===== config.mk =====
export PLATFORM = sky130hd
export DESIGN_NAME = ifetch
export DESIGN_NICKNAME = d
export VERILOG_FILES = /design/src/rtl/ifetch.sv
export SDC_FILE = /design/constraint.sdc
export NUM_CORES = 2
export LEC_CHECK = 0
export CORE_ASPECT_RATIO = 0.75
export CORE_MARGIN = 2
export CORE_UTILIZATION = 57
export DETAILED_ROUTE_END_ITERATION = 6
export GPL_ROUTABILITY_DRIVEN = 0
export PLACE_DENSITY = 0.75
export SLEW_MARGIN = 20
export SYNTH_ARGS = -nofsm -noshare
export SYNTH_HDL_FRONTEND = slang
export SYNTH_SLANG_ARGS = --single-unit

===== constraint.sdc =====
create_clock -name clk -period 5.95 [get_ports clk]
set_clock_uncertainty 0.15 [all_clocks]
set_input_delay 1.19 -clock clk [delete_from_list [all_inputs] [get_ports clk]]
set_output_delay 1.19 -clock clk [all_outputs]
set_load 0.02 [all_outputs]

===== src/rtl/ifetch.sv =====
// Instruction fetch stage: PC register, one-outstanding icache request FSM,
// JAL / 2-bit-BHT branch prediction and a small instruction queue for the dispatcher.
module ifetch #(
   parameter int          IQ_DEPTH_LOG   = 2,
   parameter int          BHT_INDEX_BITS = 8,
   parameter logic [31:0] RESET_PC       = 32'h0
) (
   input  logic        clk,
   input  logic        rst,
   input  logic        rdy,
   input  logic        rollback,
   input  logic [31:0] rollback_pc,
   input  logic        full,
   output logic        req_valid_to_icache,
   output logic [31:0] req_addr_to_icache,
   input  logic        inst_valid_from_icache,
   input  logic [31:0] inst_from_icache,
   output logic        valid_to_dispatcher,
   output logic [31:0] inst_to_dispatcher,
   output logic [31:0] pc_to_dispatcher,
   output logic        predicted_jump_to_dispatcher,
   input  logic        bht_update_valid,
   input  logic [31:0] bht_update_pc,
   input  logic        bht_update_taken
);

   localparam int IQ_DEPTH = 1 << IQ_DEPTH_LOG;
   localparam int BHT_SIZE = 1 << BHT_INDEX_BITS;
   localparam logic [IQ_DEPTH_LOG:0] IQ_FULL = (IQ_DEPTH_LOG + 1)'(IQ_DEPTH);
   localparam logic [6:0] OP_JAL    = 7'b1101111;
   localparam logic [6:0] OP_BRANCH = 7'b1100011;

   typedef enum logic {S_IDLE, S_WAIT} state_t;

   state_t state, state_next;
   logic [31:0] pc;
   logic [31:0] next_pc;
   logic        pred;
   logic        issue;
   logic        push;
   logic        pop;

   logic [31:0]             inst_q [IQ_DEPTH];
   logic [31:0]             pc_q   [IQ_DEPTH];
   logic                    pred_q [IQ_DEPTH];
   logic [IQ_DEPTH_LOG-1:0] head, tail;
   logic [IQ_DEPTH_LOG:0]   count;

   logic [1:0]                bht [BHT_SIZE];
   logic [BHT_INDEX_BITS-1:0] lookup_idx, update_idx;
   logic [31:0]               imm_j, imm_b;
   logic                      unused_update_bits;

   assign lookup_idx = pc[BHT_INDEX_BITS+1:2];
   assign update_idx = bht_update_pc[BHT_INDEX_BITS+1:2];
   assign unused_update_bits = &{1'b0, bht_update_pc[31:BHT_INDEX_BITS+2], bht_update_pc[1:0]};

   always_comb begin
      imm_j   = {{12{inst_from_icache[31]}}, inst_from_icache[19:12], inst_from_icache[20],
                 inst_from_icache[30:21], 1'b0};
      imm_b   = {{20{inst_from_icache[31]}}, inst_from_icache[7], inst_from_icache[30:25],
                 inst_from_icache[11:8], 1'b0};
      next_pc = pc + 32'd4;
      pred    = 1'b0;
      if (inst_from_icache[6:0] == OP_JAL) begin
         next_pc = pc + imm_j;
         pred    = 1'b1;
      end else if (inst_from_icache[6:0] == OP_BRANCH && bht[lookup_idx][1]) begin
         next_pc = pc + imm_b;
         pred    = 1'b1;
      end
   end

   // Rollback overrides both issuing and pushing, discarding any same-cycle response.
   always_comb begin
      state_next = state;
      issue      = 1'b0;
      push       = 1'b0;
      case (state)
         S_IDLE: if (count < IQ_FULL) begin
            issue      = 1'b1;
            state_next = S_WAIT;
         end
         S_WAIT: if (inst_valid_from_icache) begin
            push       = 1'b1;
            state_next = S_IDLE;
         end
         default: state_next = S_IDLE;
      endcase
      if (rollback) begin
         issue      = 1'b0;
         push       = 1'b0;
         state_next = S_IDLE;
      end
   end

   assign valid_to_dispatcher          = (count != '0);
   assign pop                          = valid_to_dispatcher && !full && rdy && !rollback;
   assign inst_to_dispatcher           = valid_to_dispatcher ? inst_q[head] : 32'h0;
   assign pc_to_dispatcher             = valid_to_dispatcher ? pc_q[head]   : 32'h0;
   assign predicted_jump_to_dispatcher = valid_to_dispatcher ? pred_q[head] : 1'b0;

   always_ff @(posedge clk) begin
      if (rst)      state <= S_IDLE;
      else if (rdy) state <= state_next;
   end

   always_ff @(posedge clk) begin
      if (rst) begin
         pc                  <= RESET_PC;
         req_valid_to_icache <= 1'b0;
         req_addr_to_icache  <= 32'h0;
         head                <= '0;
         tail                <= '0;
         count               <= '0;
      end else if (rdy) begin
         if (rollback) begin
            pc                  <= rollback_pc;
            req_valid_to_icache <= 1'b0;
            head                <= '0;
            tail                <= '0;
            count               <= '0;
         end else begin
            if (issue) begin
               req_valid_to_icache <= 1'b1;
               req_addr_to_icache  <= pc;
            end
            if (push) begin
               req_valid_to_icache <= 1'b0;
               pc                  <= next_pc;
               tail                <= tail + 1'b1;
            end
            if (pop) head <= head + 1'b1;
            if (push && !pop)      count <= count + 1'b1;
            else if (!push && pop) count <= count - 1'b1;
         end
      end
   end

   always_ff @(posedge clk) begin
      if (!rst && rdy && push) begin
         inst_q[tail] <= inst_from_icache;
         pc_q[tail]   <= pc;
         pred_q[tail] <= pred;
      end
   end

   // Counter updates land even in a rollback cycle; lookups in that cycle see the old value.
   always_ff @(posedge clk) begin
      if (rst) begin
         for (int i = 0; i < BHT_SIZE; i++) bht[i] <= 2'b01;
      end else if (rdy && bht_update_valid) begin
         if (bht_update_taken && bht[update_idx] != 2'b11)
            bht[update_idx] <= bht[update_idx] + 2'b01;
         else if (!bht_update_taken && bht[update_idx] != 2'b00)
            bht[update_idx] <= bht[update_idx] - 2'b01;
      end
   end

endmodule


==> impl_metrics.toml <==
[outcome]
status = "finished clean"

[yosys]
synth-edff-count = 772
yosysSeqAreaShare_pct = 56.25
synth-main-ff-cell = "edfxtp_1"
ys_seq_elements = 855
synth_cell_types = 76
synthArstFlopShare_pct = 0
synth_xor_area_share_pct = 1.606
yosysWarnings = 0
synth_top_family_by_area = "multiplexers"
muxShareOfSynthArea_pct = 14.50
syn_nets = 3603
synth_cells = 3448
synth_compound_area_share_pct = 10.32
post_synth.cell_area_avg_um2 = 12.81
synth-simple-area-share_pct = 12.31
synth_fa_ha_area_share_pct = 1.496
syn_area_mm2 = 0.04416

[drt]
drtIter0Drc = 5269
antenna_left = 0
drcViolationCount = 0
vias_per_cell = 6.984
dr_total_vias = 32800
wl_um = 139800
wire_per_inst_um = 29.77
dr.pass1.iters = 7

[floorplan]
initial_core_util_pct = 57.46
io_pins = 203
die_w_um = 325.4
die_area_mm2 = 0.07975
rows = 88
core_mm2 = 0.07685
die_h_um = 245.1

[setup_path]
start_kind = "primary input"
critPathArrivalTime_ns = 5.56
crit_path_max_fanout = 34
end_kind = "flop"
required_ns = 6.20
worstSetupPathType = "primary input to flop"

[sta]
finalSetupViolCount = 0
fmax_mhz = 188.1
layout_min_cycle_time_ns = 5.316
worst_pin_slew_ns = 1.190
slew_headroom_pct = 20.64
fin_crit_sh_pct = 89.35
hold_viol_final = 0
tns_ns = 0
holdWs_ns = 0.3043
drv_slew = 0
rsz0062_at_grt = "no"

[clock_network]
cts_hold_buf = 0
clockBufferDepth = 3
cts_buffers = 85
path_clk_slew_ns = 0.06
insertion_delay_ns = 0.69
cts_tree = "built"
clock-sinks = 855
postCtsSetupBuffers = 0
cts-root-buf = "clkbuf_16"
ctsResizeCount = 0
cts_max_level = 3

[power]
power_switching_mw = 3.564
combPwrFrac_pct = 12.5
p_int_mw = 10.32
peakVddDrop_mv = 0.2605
p_leak_nw = 16.93
powerDensity_mw_per_mm2 = 273.8
clkPwrFrac_pct = 39.0
sw_frac_of_total_pct = 25.66
seqPwrFrac_pct = 48.4

[global_routing]
grt_max_degree = 90
grt_pass1_wl_um = 205900
grt-ovfl-total = 0
grt_usage_pct = 34.81
grt_pass1_vias = 32040
antenna_found_initial = 7

[cells_and_area]
final_cell_mix = "edfxtp_1 (772), nand2_1 (391), a21o_1 (284), nor3_1 (281), mux4_2 (257)"
area_growth_pct = 14.85
final_nets = 3741
layout_commonest_cell = "edfxtp_1"
drive_gt1_share_pct = 17.38

[placement]
dp_hpwl_um = 94040
io_buffers = 178

[min_path]
min-delay-path-class = "flop to flop"

[run]
drv_cap = 0
final timing paths:
path	startpoint	to	slack, ns	depth (start not counted)
max	bht_update_pc[2]	bht[189][0]	0.63	13
min reg2reg	req_addr_to_icache[16]	req_addr_to_icache[16]	0.30	2
min	req_addr_to_icache[16]	req_addr_to_icache[16]	0.30	2
max reg2reg	flop	pc[29]	1.27	11
synthesized netlist by cell type, drive strengths merged (55+ instances only):
cell type | instances | share of area, %
edfxtp | 772 | 52
nand2 | 393 | 3.4
nor3 | 285 | 3.3
a21o | 284 | 4.8
mux4 | 257 | 13
clkbuf | 193 | 1.6
nor2 | 169 | 1.4
buf | 134 | 1.6
a21oi | 110 | 1.2
dfxtp | 83 | 3.8
and2 | 77 | 1.1
o21ai | 76 | 0.86
nand3 | 62 | 0.78
mux2i | 55 | 1.3
metal layers:
layer | track usage, % | wire, um | up-vias
met4 | 12.51 | 5764 | 4
met2 | 50.44 | 60310 | 2722
met3 | 13.91 | 23030 | 469
li1 | - | - | 13490
met5 | 0 | 30 | -
met1 | 47.80 | 50710 | 16120
sequential cells by signal (all words and copies together) (netlist names), named ones only:
name / flops
bht: 512
pc: 32
pred_q: 4
state: 1
head: 2
pc_q: 128
req_valid_to_icache: 1
req_addr_to_icache: 32
inst_q: 128
tail: 2
count: 3
final cells by class:
class,instances,area (um2)
diodes,3,7.507
clock buffers,114,2320
clock inverters,46,450.4
fillers,5418,26130
inverters,27,102.6
multi-input cells,2239,17830
flip-flops and latches,855,24860
well taps,1035,1295
repair buffers,378,3864
worst max-delay path, stage by stage:
cell       delay, ns
buf_6           0.43
buf_12          0.30
mux4_2          0.58
a2111oi_2       0.65
nand3_1         0.22
a21oi_1         0.21
nand3_1         0.15
o31a_1          0.42
mux2_4          0.37
buf_4           0.19
nor4_4          0.35
buf_4           0.32
nand2_1         0.10
through the flow:
stage          setup WS [ns]  instance area [um2]  utilization [%]  instances  power (mW)
4_1_cts               0.8353                50640            65.89       4691       13.83
3_5_place_dp          0.1389                47870            62.28       4531       8.519
5_1_grt               0.5899                50720            65.99       4696       14.19
2_1_floorplan         0.9053                44160                -       3448       7.843
6_report              0.6339                50720            66.00       4697       13.89
3_3_place_gp          0.2420                47870            62.28       4531       8.472
cells by family after synthesis:
group / count (synthesis)
AND/OR/NAND/NOR: 1132
flip-flops: 855
AO/OA/AOI/OAI: 658
buffers and inverters: 354
multiplexers: 317
XOR/XNOR: 81
adder cells (fa/ha/maj): 51
power groups by stage:
stage / sequential (mW) / combinational, mW / clock, mW
after CTS: 6.72 / 1.68 / 5.42
after floorplan: 6.79 / 1.05 / 0
final: 6.73 / 1.74 / 5.42
after detailed placement: 6.85 / 1.67 / 0
after global routing: 6.73 / 1.80 / 5.66
after global placement: 6.84 / 1.63 / 0
Note: power is estimated with default switching activity, not from simulation.
